$ cat config.mk
export PLATFORM = sky130hd
export DESIGN_NAME = touch_key_debounce
export DESIGN_NICKNAME = d
export VERILOG_FILES = /design/src/rtl/touch_key_debounce_pkg.sv /design/src/rtl/touch_key_debounce_sync_2ff.sv /design/src/rtl/touch_key_debounce.sv
export SDC_FILE = /design/constraint.sdc
export NUM_CORES = 1
export LEC_CHECK = 0
export ABC_AREA = 1
export BUFFER_PORTS_ARGS = -buffer_cell sky130_fd_sc_hd__buf_2
export CAP_MARGIN = 20
export CORE_UTILIZATION = 45
export DETAILED_ROUTE_END_ITERATION = 16
export RECOVER_POWER = 25
export SYNTH_ARGS = -nofsm -noshare
export SYNTH_HDL_FRONTEND = slang
export SYNTH_HIERARCHICAL = 1
export SYNTH_SLANG_ARGS = --single-unit
export TNS_END_PERCENT = 100
$ cat constraint.sdc
create_clock -name clk -period 1.8 [get_ports clk]
set_input_delay 0.27 -clock clk [delete_from_list [all_inputs] [get_ports clk]]
set_output_delay 0.27 -clock clk [all_outputs]
set_load 0.05 [all_outputs]
$ cat src/rtl/touch_key_debounce_pkg.sv
// Shared definitions for the touch-key conditioning blocks: FSM states and
// the ms-to-cycles conversion reused by other key/LED blocks.
package touch_key_debounce_pkg;

  typedef enum logic [1:0] {
    IDLE       = 2'd0,
    PRESS_WAIT = 2'd1,
    PRESSED    = 2'd2,
    REL_WAIT   = 2'd3
  } key_state_e;

  // Whole clocks per ms first, so the result matches CYC_PER_MS*ms exactly.
  function automatic int unsigned ms_to_cyc(input int unsigned clk_hz,
                                            input int unsigned ms);
    return (clk_hz / 1000) * ms;
  endfunction

endpackage

$ cat src/rtl/touch_key_debounce_sync_2ff.sv
// Two-flop synchroniser for a single asynchronous bit; reset value selectable
// so the idle pad level can be loaded during reset.
module sync_2ff #(
  parameter logic RST_VAL = 1'b0
) (
  input  logic clk,
  input  logic rst_n,
  input  logic d,
  output logic q
);

  logic meta;

  always_ff @(posedge clk or negedge rst_n) begin
    if (!rst_n) begin
      meta <= RST_VAL;
      q    <= RST_VAL;
    end else begin
      meta <= d;
      q    <= meta;
    end
  end

endmodule

$ cat src/rtl/touch_key_debounce.sv
// Touch-key conditioner: synchronise, debounce, and emit a clean level plus
// single-cycle press / release / long-press pulses. All outputs registered.
import touch_key_debounce_pkg::*;

module touch_key_debounce #(
  parameter int unsigned CLK_FREQ_HZ = 50_000_000,
  parameter int unsigned DEBOUNCE_MS = 20,
  parameter int unsigned LONG_MS     = 1000,
  parameter int unsigned ACTIVE_HIGH = 1
) (
  input  logic clk,
  input  logic rst_n,
  input  logic key_in,
  output logic key_level,
  output logic key_press,
  output logic key_release,
  output logic key_long
);

  localparam int unsigned DB_CYC   = ms_to_cyc(CLK_FREQ_HZ, DEBOUNCE_MS);
  localparam int unsigned LONG_CYC = ms_to_cyc(CLK_FREQ_HZ, LONG_MS);
  localparam int unsigned DB_W     = $clog2(DB_CYC + 1);
  localparam int unsigned LONG_W   = $clog2(LONG_CYC + 1);

  localparam logic [DB_W-1:0]   DB_MAX   = DB_W'(DB_CYC);
  localparam logic [LONG_W-1:0] LONG_MAX = LONG_W'(LONG_CYC);
  localparam logic [LONG_W-1:0] LONG_PRE = LONG_W'(LONG_CYC - 1);
  localparam logic              IDLE_RAW = (ACTIVE_HIGH == 0);

  logic       raw_s;
  logic       k_s;

  sync_2ff #(.RST_VAL(IDLE_RAW)) u_sync (
    .clk   (clk),
    .rst_n (rst_n),
    .d     (key_in),
    .q     (raw_s)
  );

  assign k_s = (ACTIVE_HIGH != 0) ? raw_s : ~raw_s;

  key_state_e        state, state_nxt;
  logic [DB_W-1:0]   db_cnt, db_nxt, db_inc;
  logic [LONG_W-1:0] long_cnt, long_nxt, long_inc;
  logic              long_hit;
  logic              level_nxt, press_nxt, rel_nxt, long_p_nxt;

  // Saturating increments; counters never wrap.
  assign db_inc   = (db_cnt == DB_MAX) ? db_cnt : db_cnt + DB_W'(1);
  assign long_inc = (long_cnt == LONG_MAX) ? long_cnt : long_cnt + LONG_W'(1);
  assign long_hit = (long_cnt == LONG_PRE);

  always_ff @(posedge clk or negedge rst_n) begin
    if (!rst_n) begin
      state       <= IDLE;
      db_cnt      <= '0;
      long_cnt    <= '0;
      key_level   <= 1'b0;
      key_press   <= 1'b0;
      key_release <= 1'b0;
      key_long    <= 1'b0;
    end else begin
      state       <= state_nxt;
      db_cnt      <= db_nxt;
      long_cnt    <= long_nxt;
      key_level   <= level_nxt;
      key_press   <= press_nxt;
      key_release <= rel_nxt;
      key_long    <= long_p_nxt;
    end
  end

  always_comb begin
    state_nxt  = state;
    db_nxt     = db_cnt;
    long_nxt   = long_cnt;
    level_nxt  = key_level;
    press_nxt  = 1'b0;
    rel_nxt    = 1'b0;
    long_p_nxt = 1'b0;
    case (state)
      IDLE: begin
        level_nxt = 1'b0;
        long_nxt  = '0;
        if (k_s) begin
          state_nxt = PRESS_WAIT;
          db_nxt    = DB_W'(1);
        end else begin
          db_nxt = '0;
        end
      end
      PRESS_WAIT: begin
        if (!k_s) begin
          state_nxt = IDLE;
          db_nxt    = '0;
        end else if (db_cnt == DB_MAX) begin
          state_nxt = PRESSED;
          press_nxt = 1'b1;
          level_nxt = 1'b1;
          long_nxt  = '0;
          db_nxt    = '0;
        end else begin
          db_nxt = db_inc;
        end
      end
      PRESSED: begin
        long_nxt   = long_inc;
        long_p_nxt = long_hit;
        if (!k_s) begin
          state_nxt = REL_WAIT;
          db_nxt    = DB_W'(1);
        end
      end
      REL_WAIT: begin
        // Bounce during release keeps the same press alive, long count included.
        long_nxt = long_inc;
        if (k_s) begin
          state_nxt  = PRESSED;
          db_nxt     = '0;
          long_p_nxt = long_hit;
        end else if (db_cnt == DB_MAX) begin
          state_nxt = IDLE;
          rel_nxt   = 1'b1;
          level_nxt = 1'b0;
          long_nxt  = '0;
          db_nxt    = '0;
        end else begin
          db_nxt     = db_inc;
          long_p_nxt = long_hit;
        end
      end
      default: begin
        state_nxt = IDLE;
        db_nxt    = '0;
        long_nxt  = '0;
        level_nxt = 1'b0;
      end
    endcase
  end

endmodule

Word level (Yosys, flattened, before mapping)
Cells that the tools add are included.

$add $sub $neg: 2. $mul: 0. Div/mod/pow operators: 0. $lt $le $gt $ge: 0. Equality and inequality tests: 14. Shift-type cells: 0. Multiplexer cells: 32. Bitwise gates (word level): 0. Reduce and logical (&&, ||, !) cells: 5.

Operators by type and width (count): two-way mux 26 bit (5); case mux 26 bit (4 select lines) (1); two-way mux 20 bit (4); case mux 20 bit (4 select lines) (1); equality test 26 bit, second input constant (2); adder 26 x 1 -> 26 bit, second input constant (1); adder 20 x 1 -> 20 bit, second input constant (1); equality test 20 bit, second input constant (1); two-way mux 1 bit (12); two-way mux 2 bit (6); != test 2 bit, second input constant (4); case mux 2 bit (4 select lines) (1); AND reduction 5 bit (1); equality test 2 bit, second input constant (2); != test 2 x 1 -> 1 bit, second input constant (2); AND reduction 4 bit (1); != test 3 x 2 -> 1 bit, second input constant (1); != test 3 bit, second input constant (1); case mux 1 bit (3 select lines) (1); nonzero test 3 bit (1); equality test 2 x 1 -> 1 bit, second input constant (1); zero test 2 bit (1); case mux 1 bit (2 select lines) (1); AND reduction 2 bit (1).

Flip-flop bits (word level): 54. Latch bits: 0. Bits in writable memories: 0. ROM bits: 0. Output and inout port bits: 4. Memories: 0.

Longest topological paths before layout
Gate-level depths: netlist (run 1).

Depth after elaboration: 5. Mapped depth: 11.

Modules after synthesis
Netlist (run 1), hierarchy kept.

Modules (own cells, without submodules): touch_key_debounce (instances 1, cells each 511, area an instance 3492.1 um2); sync_2ff (instances 1, cells each 2, area an instance 50.0 um2).

Worst setup path before layout (run 1)
No wires, ideal clock.

Path type: register -> register. Start point: register long_cnt[0]. End point: register long_cnt[20]. Library setup time: 0.119 ns. Data arrival time: 1.428 ns. Path slack: 0.253 ns. Cell stages (with the launch flop): 11. Buffers on the path: 0. Clock period less this slack: 1.547 ns. Path through: dfrtp_1 -> ha_1 -> nand3_2 -> nor2_4 -> inv_2 -> nor2_4 -> nand3b_4 -> nor2_2 -> nand3_1 -> nand2_1 -> nor2_1.

Longest elaborated chain between the ends: 5.

Ends and longest elaborated chain: start: declaration (RTL line touch_key_debounce.sv:44) `logic [LONG_W-1:0] long_cnt, long_nxt, long_inc;`; start signal: assignment (RTL line touch_key_debounce.sv:65) `long_cnt <= long_nxt;`; adder 26 x 1 -> 26 bit / equality test 26 bit (equally long branches) (RTL line touch_key_debounce.sv:50) `assign long_inc = (long_cnt == LONG_MAX) ? long_cnt : long_cnt + LONG_W'(1);`; two-way mux 26 bit (*) (RTL line touch_key_debounce.sv:50); two-way mux 26 bit (RTL line touch_key_debounce.sv:121) `end else if (db_cnt == DB_MAX) begin`; two-way mux 26 bit (RTL line touch_key_debounce.sv:117) `if (k_s) begin`; case mux 26 bit (4 select lines) (*) (RTL line touch_key_debounce.sv:81) `case (state)`.

Every way passes the cells marked *; elsewhere a longest branch is shown, timed or not. A chain may end at the register's enable or synchronous reset.

Final worst setup path (run 1)
Start point: register db_cnt[1]. End point: register long_cnt[5].

Longest elaborated chain between the ends: 4.

Ends and longest elaborated chain: start: declaration (RTL line touch_key_debounce.sv:43) `logic [DB_W-1:0] db_cnt, db_nxt, db_inc;`; start signal: assignment (RTL line touch_key_debounce.sv:64) `db_cnt <= db_nxt;`; equality test 20 bit (*) (RTL line touch_key_debounce.sv:96, touch_key_debounce.sv:121); two-way mux 26 bit (RTL line touch_key_debounce.sv:121); two-way mux 26 bit (RTL line touch_key_debounce.sv:117); case mux 26 bit (4 select lines) (RTL line touch_key_debounce.sv:81).

Marks and branches as above.

==> results of run 1 <==
==> critical path, cell delays in order (launching register included) <==
cell      delay [ns]
dfrtp_1         0.42
inv_2           0.09
ha_4            0.14
nand3_1         0.08
nor2_2          0.15
nand4_1         0.19
nand2_4         0.18
inv_2           0.14
nand2_1         0.09
o211ai_1        0.09
==> cells by family (layout without fill, tap and decap cells) <==
family	count (synthesis)	in the layout	share of synthesized area, %
fa+ha+maj	4	4	1.41
compound gates	48	48	8.27
xor+xnor	14	14	3.46
simple gates	311	311	39.4
flops	54	54	38.1
buf+inv	82	112	9.29
==> routing by layer <==
metal	GRT usage, %	wire length (um)	vias to the layer above
met5	0	0	-
met4	5.38	111	0
met3	2.69	325	11
met2	35.5	3820	71
met1	34.5	4600	1559
li1	-	-	1703
==> stage by stage <==
| step | instances | instance area, um^2 |
|---|---|---|
| final | 642 | 4030 |
| after global routing | 642 | 4030 |
| after CTS | 637 | 3950 |
| after detailed placement | 629 | 3820 |
| after global placement | 629 | 3820 |
| after floorplan | 513 | 3540 |
==> cell usage after synthesis (all sizes together) <==
library cell	number	area share (%)
a2bb2oi	1	0.25
nand2	133	15
o21ai	11	1.6
dfrtp	54	38
nor3	13	2.0
xnor2	1	0.25
o22ai	3	0.53
inv	72	7.6
nand4	23	4.1
clkinv	2	0.21
nor2	97	11
o21bai	2	0.42
xor2	13	3.2
nand3	37	5.5
clkbuf	2	0.21
ha	4	1.4
a21oi	15	2.1
o211ai	14	3.0
a211oi	1	0.21
buf	6	1.2
a22oi	1	0.21
and3	1	0.18
or2	2	0.35
nand3b	3	0.99
nor4	2	0.35
==> power by group through the flow <==
stage | Sequential (W) | Combinational [W] | Clock (W)
2_1_floorplan | 0.00126 | 0.0000776 | 0
3_3_place_gp | 0.00126 | 0.000156 | 0
3_5_place_dp | 0.00126 | 0.000157 | 0
4_1_cts | 0.00123 | 0.000160 | 0.000877
5_1_grt | 0.00124 | 0.000192 | 0.000932
6_report | 0.00123 | 0.000167 | 0.000861
==> placed cells by master, fill, tap and decap left out, types with 5 or more instances in the layout <==
cell	synthesis	routed
nand2_1	127	122
o211ai_1	14	14
dfrtp_1	54	52
buf_2	2	5
inv_1	66	64
nand4_1	23	23
nor2_2	5	6
inv_2	6	7
nor3_1	12	12
nand2_2	6	10
clkbuf_8	0	6
xor2_1	13	13
a21oi_1	15	15
nand3_1	35	34
nor2_1	88	86
o21ai_0	8	7
nor2_4	4	5
buf_4	1	19
==> state kept, by name (all words and copies together), names as in the netlist, named ones only <==
name and count:
db_cnt 20, state 1, u_sync/meta 1, key_press 1
u_sync/q 1, key_release 1, long_cnt 26, key_long 1
key_level 1
==> what timing repair did <==
item,4_1_cts,5_1_grt
hold endpoints to repair,19,0
setup endpoints to repair,0,46
setup buffers,0,5
gates resized for setup,0,21
hold buffers,1,0
==> worst min path at each step <==
stage                                  to  cells after the start
6_report                      u_sync/meta                      1
5_1_grt                       u_sync/meta                      1
4_1_cts                       u_sync/meta                      1
3_5_place_dp                   db_cnt[10]                      1
3_3_place_gp                   db_cnt[10]                      1
2_1_floorplan  asynchronous set/reset pin                      0
==> layout make-up <==
class,instances,area (um^2)
Clock inverter,1,30.0
Multi-Input combinational cell,377,1910
Timing Repair Buffer,31,250
Clock buffer,6,82.6
Fill cell,747,3410
Sequential cell,54,1350
Inverter,74,280
Tap cell,99,124
==> reports/qor.yml, run 1 <==
status:
  outcome: "finished clean"
route:
  firstDrtPassIters: 4
  ant_nets: 0
  drc_errors: 0
  routed_wl_mm: 8.85
  wl_per_cell_um: 13.8
  first_iter_violations: 223
  num_vias: 3344
  avgViaCountPerCell: 5.21
power_and_ir_drop:
  power.total_w: 0.00226
  p_comb_share_pct: 7.4
  power.density_mw_per_mm2: 561
  ir_drop_mv: 0.338
  p_sw_w: 0.000533
  p_int_w: 0.00173
  power.share.clock_pct: 38.1
  swShare_pct: 23.6
  pwr-share-seq_pct: 54.5
  leakagePower_nw: 1.85
clock_tree:
  ctsLongestPathBuffers: 2
  cts_root_buf: "clkbuf_8"
  clkTransAtPathRegs_ns: 0.10
  numClockSinks: 54
  numCtsBuffers: 5
  worstSkewPairLatency_ns: 0.31
  cts.htree.levels: 2
  tritoncts: "yes"
floorplanning:
  core-area_mm2: 0.00745
  die_w_um: 90.7
  rows: 31
  die_h_um: 90.7
  dieArea_mm2: 0.00823
  initial_utilization_pct: 47.6
  pin_count: 7
placement:
  finalWeightedCongestion: 0.898
  place_ws_ns: 0.0343
  dp_hpwl_mm: 6.61
  port_buffers: 6
sta:
  tightest_slew_ns: 0.629
  maxSlewHeadroom_pct: 58.1
  clock.fmax_ghz: 0.590
  finalClockSkew_ns: 0.00734
  fin_ws_ns: 0.105
  report.final.slew_viol_count: 0
  hold_ws_ns: 0.0637
  fin_crit_sh_pct: 94.2
  finalSetupViolations: 0
  tns_ns: 0
  min_period_ns: 1.70
  hold_viol_final: 0
final_layout:
  final_nets: 550
  fin_util_pct: 54.2
  drive_gt1_share_pct: 14.0
  synthToLayoutAreaGrowth_pct: 13.9
  n_antenna_cell: 0
critical_path:
  critPathCaptureType: "flip-flop"
  cp-startpoint: "db_cnt[1]"
  arrival_ns: 1.88
  regToRegSetupSlack_ns: 0.10
  cp-start-kind: "flip-flop"
  r2r_start: "db_cnt[1]"
  critPathKind: "flip-flop to flip-flop"
  rr_worst_depth: 9
  crit_end: "long_cnt[5]"
  required_ns: 1.98
  crit_path_max_fanout: 13
  reg2reg_to: "long_cnt[5]"
min_path:
  hold_class: "primary input to flip-flop"
  hp-start: "key_in"
synthesis:
  synth_warnings: 6
  synth.distinct_cells: 37
  synthesis.area_mm2: 0.00354
  synthCells: 513
  ys_seq_area_share_pct: 38.1
  syn_avg_cell_area_um2: 6.90
  synth-seq-cells: 54
  synth_nets: 520
global_routing:
  gr-usage-all-layers_pct: 23.1
  antenna_found_initial: 0
  grt_pass1_wl_mm: 15.4
  grt_max_degree: 22
  grt_pass1_vias: 3174
  overflow: 0
job:
  drv_cap: 0
Note: power is estimated with default switching activity, not from simulation.
==> inputs of run 2 (changes only) <==
--- a/config.mk
+++ b/config.mk
@@ -10,7 +10,7 @@
 export CAP_MARGIN = 20
 export CORE_UTILIZATION = 45
 export DETAILED_ROUTE_END_ITERATION = 16
-export RECOVER_POWER = 25
+export REMOVE_ABC_BUFFERS = 1
 export SYNTH_ARGS = -nofsm -noshare
 export SYNTH_HDL_FRONTEND = slang
 export SYNTH_HIERARCHICAL = 1
==> run 2 against run 1 <==
Net effect: worst hold slack gained 0.0039 ns; non-clock buffer count fell by 10; utilization fell by 1.5 points; global-route usage is 0.76 points lower; first-iteration DRC count fell by 16%; sequential power is essentially flat; critical path type unchanged; critical endpoint is now long_cnt[17]; largest cell class unchanged; largest power group unchanged.
==> reports/qor.yml, run 2 (synthesized netlist as in run 1, its figures left out) <==
status:
  outcome: "finished clean"  # unchanged
clock_tree:
  clkTransAtPathRegs_ns: 0.09  # was 0.10 ns
  ctsLongestPathBuffers: 2  # unchanged
  numCtsBuffers: 5  # unchanged
  numClockSinks: 54  # unchanged
  cts.htree.levels: 2  # unchanged
  cts_root_buf: "clkbuf_8"  # unchanged
  worstSkewPairLatency_ns: 0.31  # about the same
  tritoncts: "yes"  # unchanged
floorplanning:
  rows: 31  # unchanged
  die_w_um: 90.7  # unchanged
  die_h_um: 90.7  # unchanged
  dieArea_mm2: 0.00823  # unchanged
  pin_count: 7  # unchanged
  core-area_mm2: 0.00745  # unchanged
  initial_utilization_pct: 47.6  # unchanged
global_routing:
  grt_pass1_vias: 3123  # was 3,174
  grt_max_degree: 55  # was 22
  antenna_found_initial: 0  # unchanged
  overflow: 0  # unchanged
  gr-usage-all-layers_pct: 22.3  # was 23.1%
  grt_pass1_wl_mm: 14.9  # was 15.4 mm
route:
  ant_nets: 0  # unchanged
  wl_per_cell_um: 13.3  # was 13.8 um
  drc_errors: 0  # unchanged
  avgViaCountPerCell: 5.23  # was 5.21
  first_iter_violations: 188  # was 223
  num_vias: 3306  # was 3,344
  routed_wl_mm: 8.44  # was 8.85 mm
  firstDrtPassIters: 6  # was 4
sta:
  finalSetupViolations: 0  # unchanged
  clock.fmax_ghz: 0.602  # was 0.590 GHz
  tightest_slew_ns: 0.321  # was 0.629 ns
  maxSlewHeadroom_pct: 78.4  # was 58.1%
  grt_setup_unrepaired: "true"
  report.final.slew_viol_count: 0  # unchanged
  hold_ws_ns: 0.0675  # was 0.0637 ns
  min_period_ns: 1.66  # was 1.70 ns
  fin_crit_sh_pct: 92.3  # was 94.2%
  hold_viol_final: 0  # unchanged
  finalClockSkew_ns: 0.00760  # was 0.00734 ns
final_layout:
  n_antenna_cell: 0  # unchanged
  final_nets: 540  # was 550
  layout_common_cells: "nand2_1, nor2_1, inv_1"  # unchanged
  synthToLayoutAreaGrowth_pct: 10.7  # was 13.9%
  top_regs: "long_cnt: 26 flops, db_cnt: 20 flops"  # unchanged
  fin_cells: 632  # was 642
  final_common_cell: "nand2_1"  # unchanged
  regMostFlops: "long_cnt"  # unchanged
  largest_reg_flops: 26  # unchanged
  drive_gt1_share_pct: 11.6  # was 14.0%
placement:
  dp_cells: 623  # was 629
  port_buffers: 6  # unchanged
  dp_hpwl_mm: 6.27  # was 6.61 mm
  finalWeightedCongestion: 0.862  # was 0.898
critical_path:
  critPathCaptureType: "flip-flop"  # unchanged
  critPathKind: "flip-flop to flip-flop"  # unchanged
  required_ns: 2.01  # was 1.98 ns
  regToRegSetupSlack_ns: 0.14  # was 0.10 ns
  rr_worst_depth: 9  # unchanged
  cp-start-kind: "flip-flop"  # unchanged
  reg2reg_to: "long_cnt[17]"  # was long_cnt[5]
  arrival_ns: 1.87  # was 1.88 ns
  r2r_start: "db_cnt[10]"  # was db_cnt[1]
  crit_path_max_fanout: 8  # was 13
power_and_ir_drop:
  power.total_w: 0.00206  # was 0.00226 W
  leakagePower_nw: 1.79  # was 1.85 nW
  ir_drop_mv: 0.263  # was 0.338 mV
  power.density_mw_per_mm2: 524  # was 561 mW/mm^2
job:
  drv_cap: 0  # unchanged
min_path:
  hold_class: "primary input to flip-flop"  # unchanged
  min_to: "u_sync/meta"  # unchanged
  hold_depth: 1  # unchanged
  hp-start: "key_in"  # unchanged
run 2: cell types whose count changed in the layout (fill, tap and decap cells not counted), moves of 2 or more:
cell	before	now
clkinv_2	0	2
dfrtp_1	52	54
clkbuf_2	2	0
inv_2	7	5
buf_4	19	10
dfrtp_2	2	0
run 2: repair_timing:
action / in CTS / in global routing
hold buffers: 1 / 0
setup endpoints to repair: 0 / 45
resized for setup: 0 / 18
buffers inserted: 0 / 1
endpoints found under the hold margin: 54 / 0
run 2: per-layer routing:
layer	vias up	wire length [um]	global-route usage, %
li1	1694	-	-
met4	0	77	4.44
met3	8	318	2.78
met2	67	3570	33.4
met5	-	0	0
met1	1537	4470	34.4
run 2: per-stage QoR:
| stage | util [%] | setup slack (ns) | cell area [um^2] | TNS, ns |
|---|---|---|---|---|
| after global placement | 50.6 | 0.0771 | 3770 | 0 |
| final | 52.7 | 0.138 | 3920 | 0 |
| after detailed placement | 50.6 | 0.0327 | 3770 | 0 |
| after floorplan | - | 0.191 | 3490 | 0 |
| after global routing | 52.7 | -0.00889 | 3920 | -0.00889 |
| after CTS | 51.8 | 0.0146 | 3860 | 0 |
run 2: worst max-delay path: stages (launching register included):
cell and delay, ns:
dfrtp_1 0.46, nor2_1 0.18, nand2_1 0.08, nor2_1 0.13
nand4_1 0.19, nand2_4 0.19, buf_6 0.15, nand4_1 0.08
nand2_1 0.08, nor2_1 0.04
run 2: power breakdown:
group | internal [W] | switching, W | leakage [nW]
Clock | 0.000263 | 0.000400 | 0.0438
Sequential | 0.00122 | 0.0000106 | 0.743
Combinational | 0.0000533 | 0.000106 | 1.00
run 2: worst max path at each step:
stage                     from            to  slack [ns]  cells past startpoint
CTS                  db_cnt[0]     db_cnt[7]        0.01                      9
detailed placement   db_cnt[0]    db_cnt[14]        0.03                      9
global placement     db_cnt[0]  long_cnt[24]        0.08                     11
global route         db_cnt[0]    db_cnt[14]      -0.009                      9
finish              db_cnt[10]  long_cnt[17]        0.14                      9
floorplan            db_cnt[0]   long_cnt[0]        0.19                      9
run 2: area by class of cell:
| type | instances | area (um^2) |
|---|---|---|
| Clock buffer | 5 | 68.8 |
| Clock inverter | 2 | 10.0 |
| Fill cell | 783 | 3520 |
| Inverter | 74 | 283 |
| Multi-Input combinational cell | 377 | 1910 |
| Sequential cell | 54 | 1350 |
| Tap cell | 99 | 124 |
| Timing Repair Buffer | 21 | 178 |
==> inputs of run 3 (changes only) <==
--- a/config.mk
+++ b/config.mk
@@ -6,10 +6,11 @@
 export NUM_CORES = 1
 export LEC_CHECK = 0
 export ABC_AREA = 1
-export BUFFER_PORTS_ARGS = -buffer_cell sky130_fd_sc_hd__buf_2
 export CAP_MARGIN = 20
+export CORE_MARGIN = 10
 export CORE_UTILIZATION = 45
 export DETAILED_ROUTE_END_ITERATION = 16
+export DONT_BUFFER_PORTS = 1
 export REMOVE_ABC_BUFFERS = 1
 export SYNTH_ARGS = -nofsm -noshare
 export SYNTH_HDL_FRONTEND = slang
==> run 3 against run 2 <==
Net effect: clock skew shrank 0.0013 ns; combinational power is 4% lower; count of clock-buffer cells in the layout rose by 2; sequential cell count stayed put; worst hold slack improved by 0.30 ns; power rose by 2.1%; sequential share of layout area fell by 0.19 points.
==> reports/qor.yml, run 3 (synthesized netlist as in run 1, its figures left out) <==
status:
  outcome: "finished clean"  # unchanged
route:
  wl_per_cell_um: 13.6  # was 13.3 um
  routed_wl_mm: 8.60  # was 8.44 mm
  num_vias: 3307  # was 3,306
  drc_errors: 0  # unchanged
  ant_nets: 0  # unchanged
  first_iter_violations: 144  # was 188
  firstDrtPassIters: 4  # was 6
  avgViaCountPerCell: 5.22  # was 5.23
global_routing:
  grt_max_degree: 55  # unchanged
  overflow: 0  # unchanged
  grt_pass1_wl_mm: 14.9  # about the same
  antenna_found_initial: 0  # unchanged
  gr-usage-all-layers_pct: 15.4  # was 22.3%
  grt_pass1_vias: 3074  # was 3,123
min_path:
  hp-start: "u_sync/meta"  # was key_in
  hold_class: "flip-flop to flip-flop"  # was primary input to flip-flop
job:
  drv_cap: 0  # unchanged
final_layout:
  final_nets: 538  # was 540
  largest_reg_flops: 26  # unchanged
  synthToLayoutAreaGrowth_pct: 11.3  # was 10.7%
  regMostFlops: "long_cnt"  # unchanged
  n_antenna_cell: 0  # unchanged
  drive_gt1_share_pct: 12.2  # was 11.6%
  top_regs: "long_cnt: 26 flops, db_cnt: 20 flops"  # unchanged
  layout_common_cells: "nand2_1, nor2_1, inv_1"  # unchanged
  nFillCells: 801  # was 783
  final_common_cell: "nand2_1"  # unchanged
critical_path:
  critPathKind: "flip-flop to flip-flop"  # unchanged
  critical-path-top-delay-family: "simple AND/OR/NAND/NOR gates"  # unchanged
  crit_buf_inv: 1  # unchanged
  cp-startpoint: "db_cnt[0]"  # was db_cnt[10]
  crit_path_max_fanout: 5  # was 8
  crit_slowest_cell: "dfrtp_1"  # unchanged
  required_ns: 2.05  # was 2.01 ns
  crit_path_max_incr_delay_ns: 0.41  # was 0.46 ns
  r2r_start: "db_cnt[0]"  # was db_cnt[10]
  arrival_ns: 1.95  # was 1.87 ns
  path_cells: "ha_2, nand2_2, nor2_2, nand2_2, nor2_4, nand4_1, buf_4, xor2_1, nor2_1"  # was nor2_1, nand2_1, nor2_1, nand4_1, nand2_4, buf_6, nand4_1, nand2_1, nor2_1
  critPathCaptureType: "flip-flop"  # unchanged
  cpMostUsedCell: "nand2_2"  # was nor2_1
  cp-start-kind: "flip-flop"  # unchanged
clock_tree:
  numClockSinks: 54  # unchanged
  cts.htree.levels: 2  # unchanged
  worstSkewPairLatency_ns: 0.31  # about the same
  clkTransAtPathRegs_ns: 0.10  # was 0.09 ns
  cts_root_buf: "clkbuf_8"  # unchanged
  tritoncts: "yes"  # unchanged
  ctsLongestPathBuffers: 2  # unchanged
  numCtsBuffers: 5  # unchanged
sta:
  report.final.slew_viol_count: 0  # unchanged
  min_period_ns: 1.70  # was 1.66 ns
  finalClockSkew_ns: 0.00629  # was 0.00760 ns
  tightest_slew_ns: 0.479  # was 0.321 ns
  clock.fmax_ghz: 0.589  # was 0.602 GHz
  fin_ws_ns: 0.102  # was 0.138 ns
  hold_viol_final: 0  # unchanged
  finalSetupViolations: 0  # unchanged
  maxSlewHeadroom_pct: 68.1  # was 78.4%
  hold_ws_ns: 0.364  # was 0.0675 ns
  fin_crit_sh_pct: 94.3  # was 92.3%
floorplanning:
  pin_count: 7  # unchanged
  die_h_um: 109  # was 90.7 um
  dieArea_mm2: 0.0118  # was 0.00823 mm^2
  initial_utilization_pct: 46.1  # was 47.6%
  die_w_um: 109  # was 90.7 um
  rows: 32  # was 31
  core-area_mm2: 0.00769  # was 0.00745 mm^2
power_and_ir_drop:
  power.density_mw_per_mm2: 532  # was 524 mW/mm^2
  leakagePower_nw: 1.78  # was 1.79 nW
  ir_drop_mv: 0.332  # was 0.263 mV
placement:
  finalWeightedCongestion: 0.871  # was 0.862
  place_ws_ns: 0.0225  # was 0.0327 ns
  port_buffers: 0  # was 6
  dp_hpwl_mm: 6.38  # was 6.27 mm
run 3: cell count changes in the layout (fill, tap and decap cells not counted), moves of 2 or more:
cell     previous run  this run
nand2_2             9        12
ha_2                0         2
nand2_1           123       121
nand3_2             2         4
buf_6               2         0
o21ai_0             8         6
buf_4              10        15
nand3_1            35        33
o21ai_1             3         5
buf_2               6         0
run 3: cell type report:
| cell class | instances | area [um^2] | area share, % |
|---|---|---|---|
| Clock buffer | 7 | 86.3 | 2.19 |
| Clock inverter | 1 | 5.00 | 0.127 |
| Inverter | 74 | 280 | 7.11 |
| Multi-Input combinational cell | 377 | 1910 | 48.5 |
| Sequential cell | 54 | 1350 | 34.3 |
| Tap cell | 102 | 128 | 3.24 |
| Timing Repair Buffer | 19 | 180 | 4.57 |
run 3: final timing paths:
check / endpoint / slack, ns / depth (start not counted)
min in group asynchronous: db_cnt[13] / 0.48 / 2
max in group asynchronous: u_sync/q / 1.05 / 2
worst min-delay path: u_sync/q / 0.36 / 0
worst max-delay path: db_cnt[10] / 0.10 / 9
worst max register to register: db_cnt[10] / 0.10 / 9
worst min register to register: u_sync/q / 0.36 / 0
run 3: routing by layer:
| metal | GRT usage (%) | vias to the layer above | routed length (um) |
|---|---|---|---|
| met3 | 2.71 | 7 | 395 |
| li1 | - | 1688 | - |
| met1 | 22.4 | 1547 | 4420 |
| met4 | 3.86 | 0 | 78 |
| met2 | 23.1 | 65 | 3710 |
| met5 | 0 | - | 0 |
run 3: power breakdown:
| group | internal [W] | switching, W | leakage, nW |
|---|---|---|---|
| logic | 0.0000498 | 0.000102 | 0.991 |
| registers | 0.00122 | 0.0000112 | 0.743 |
| clock network | 0.000312 | 0.000401 | 0.0482 |
| total | 0.00159 | 0.000514 | 1.78 |
run 3: timing repair:
action                     in CTS  in global routing
hold buffers                    3                  0
setup buffers                   0                  1
setup endpoints to repair       0                 44
hold endpoints to repair       55                  0
gates resized for setup         0                 20
run 3: metrics by stage:
stage / instance area [um^2] / instances / util (%) / power (W) / setup TNS [ns]
floorplan: 3490 / 505 / - / 0.00133 / 0
global placement: 3740 / 622 / 48.7 / 0.00137 / 0
detailed placement: 3740 / 622 / 48.7 / 0.00138 / 0
CTS: 3880 / 633 / 50.5 / 0.00213 / 0
global route: 3940 / 634 / 51.3 / 0.00220 / -0.0139
finish: 3940 / 634 / 51.3 / 0.00210 / 0
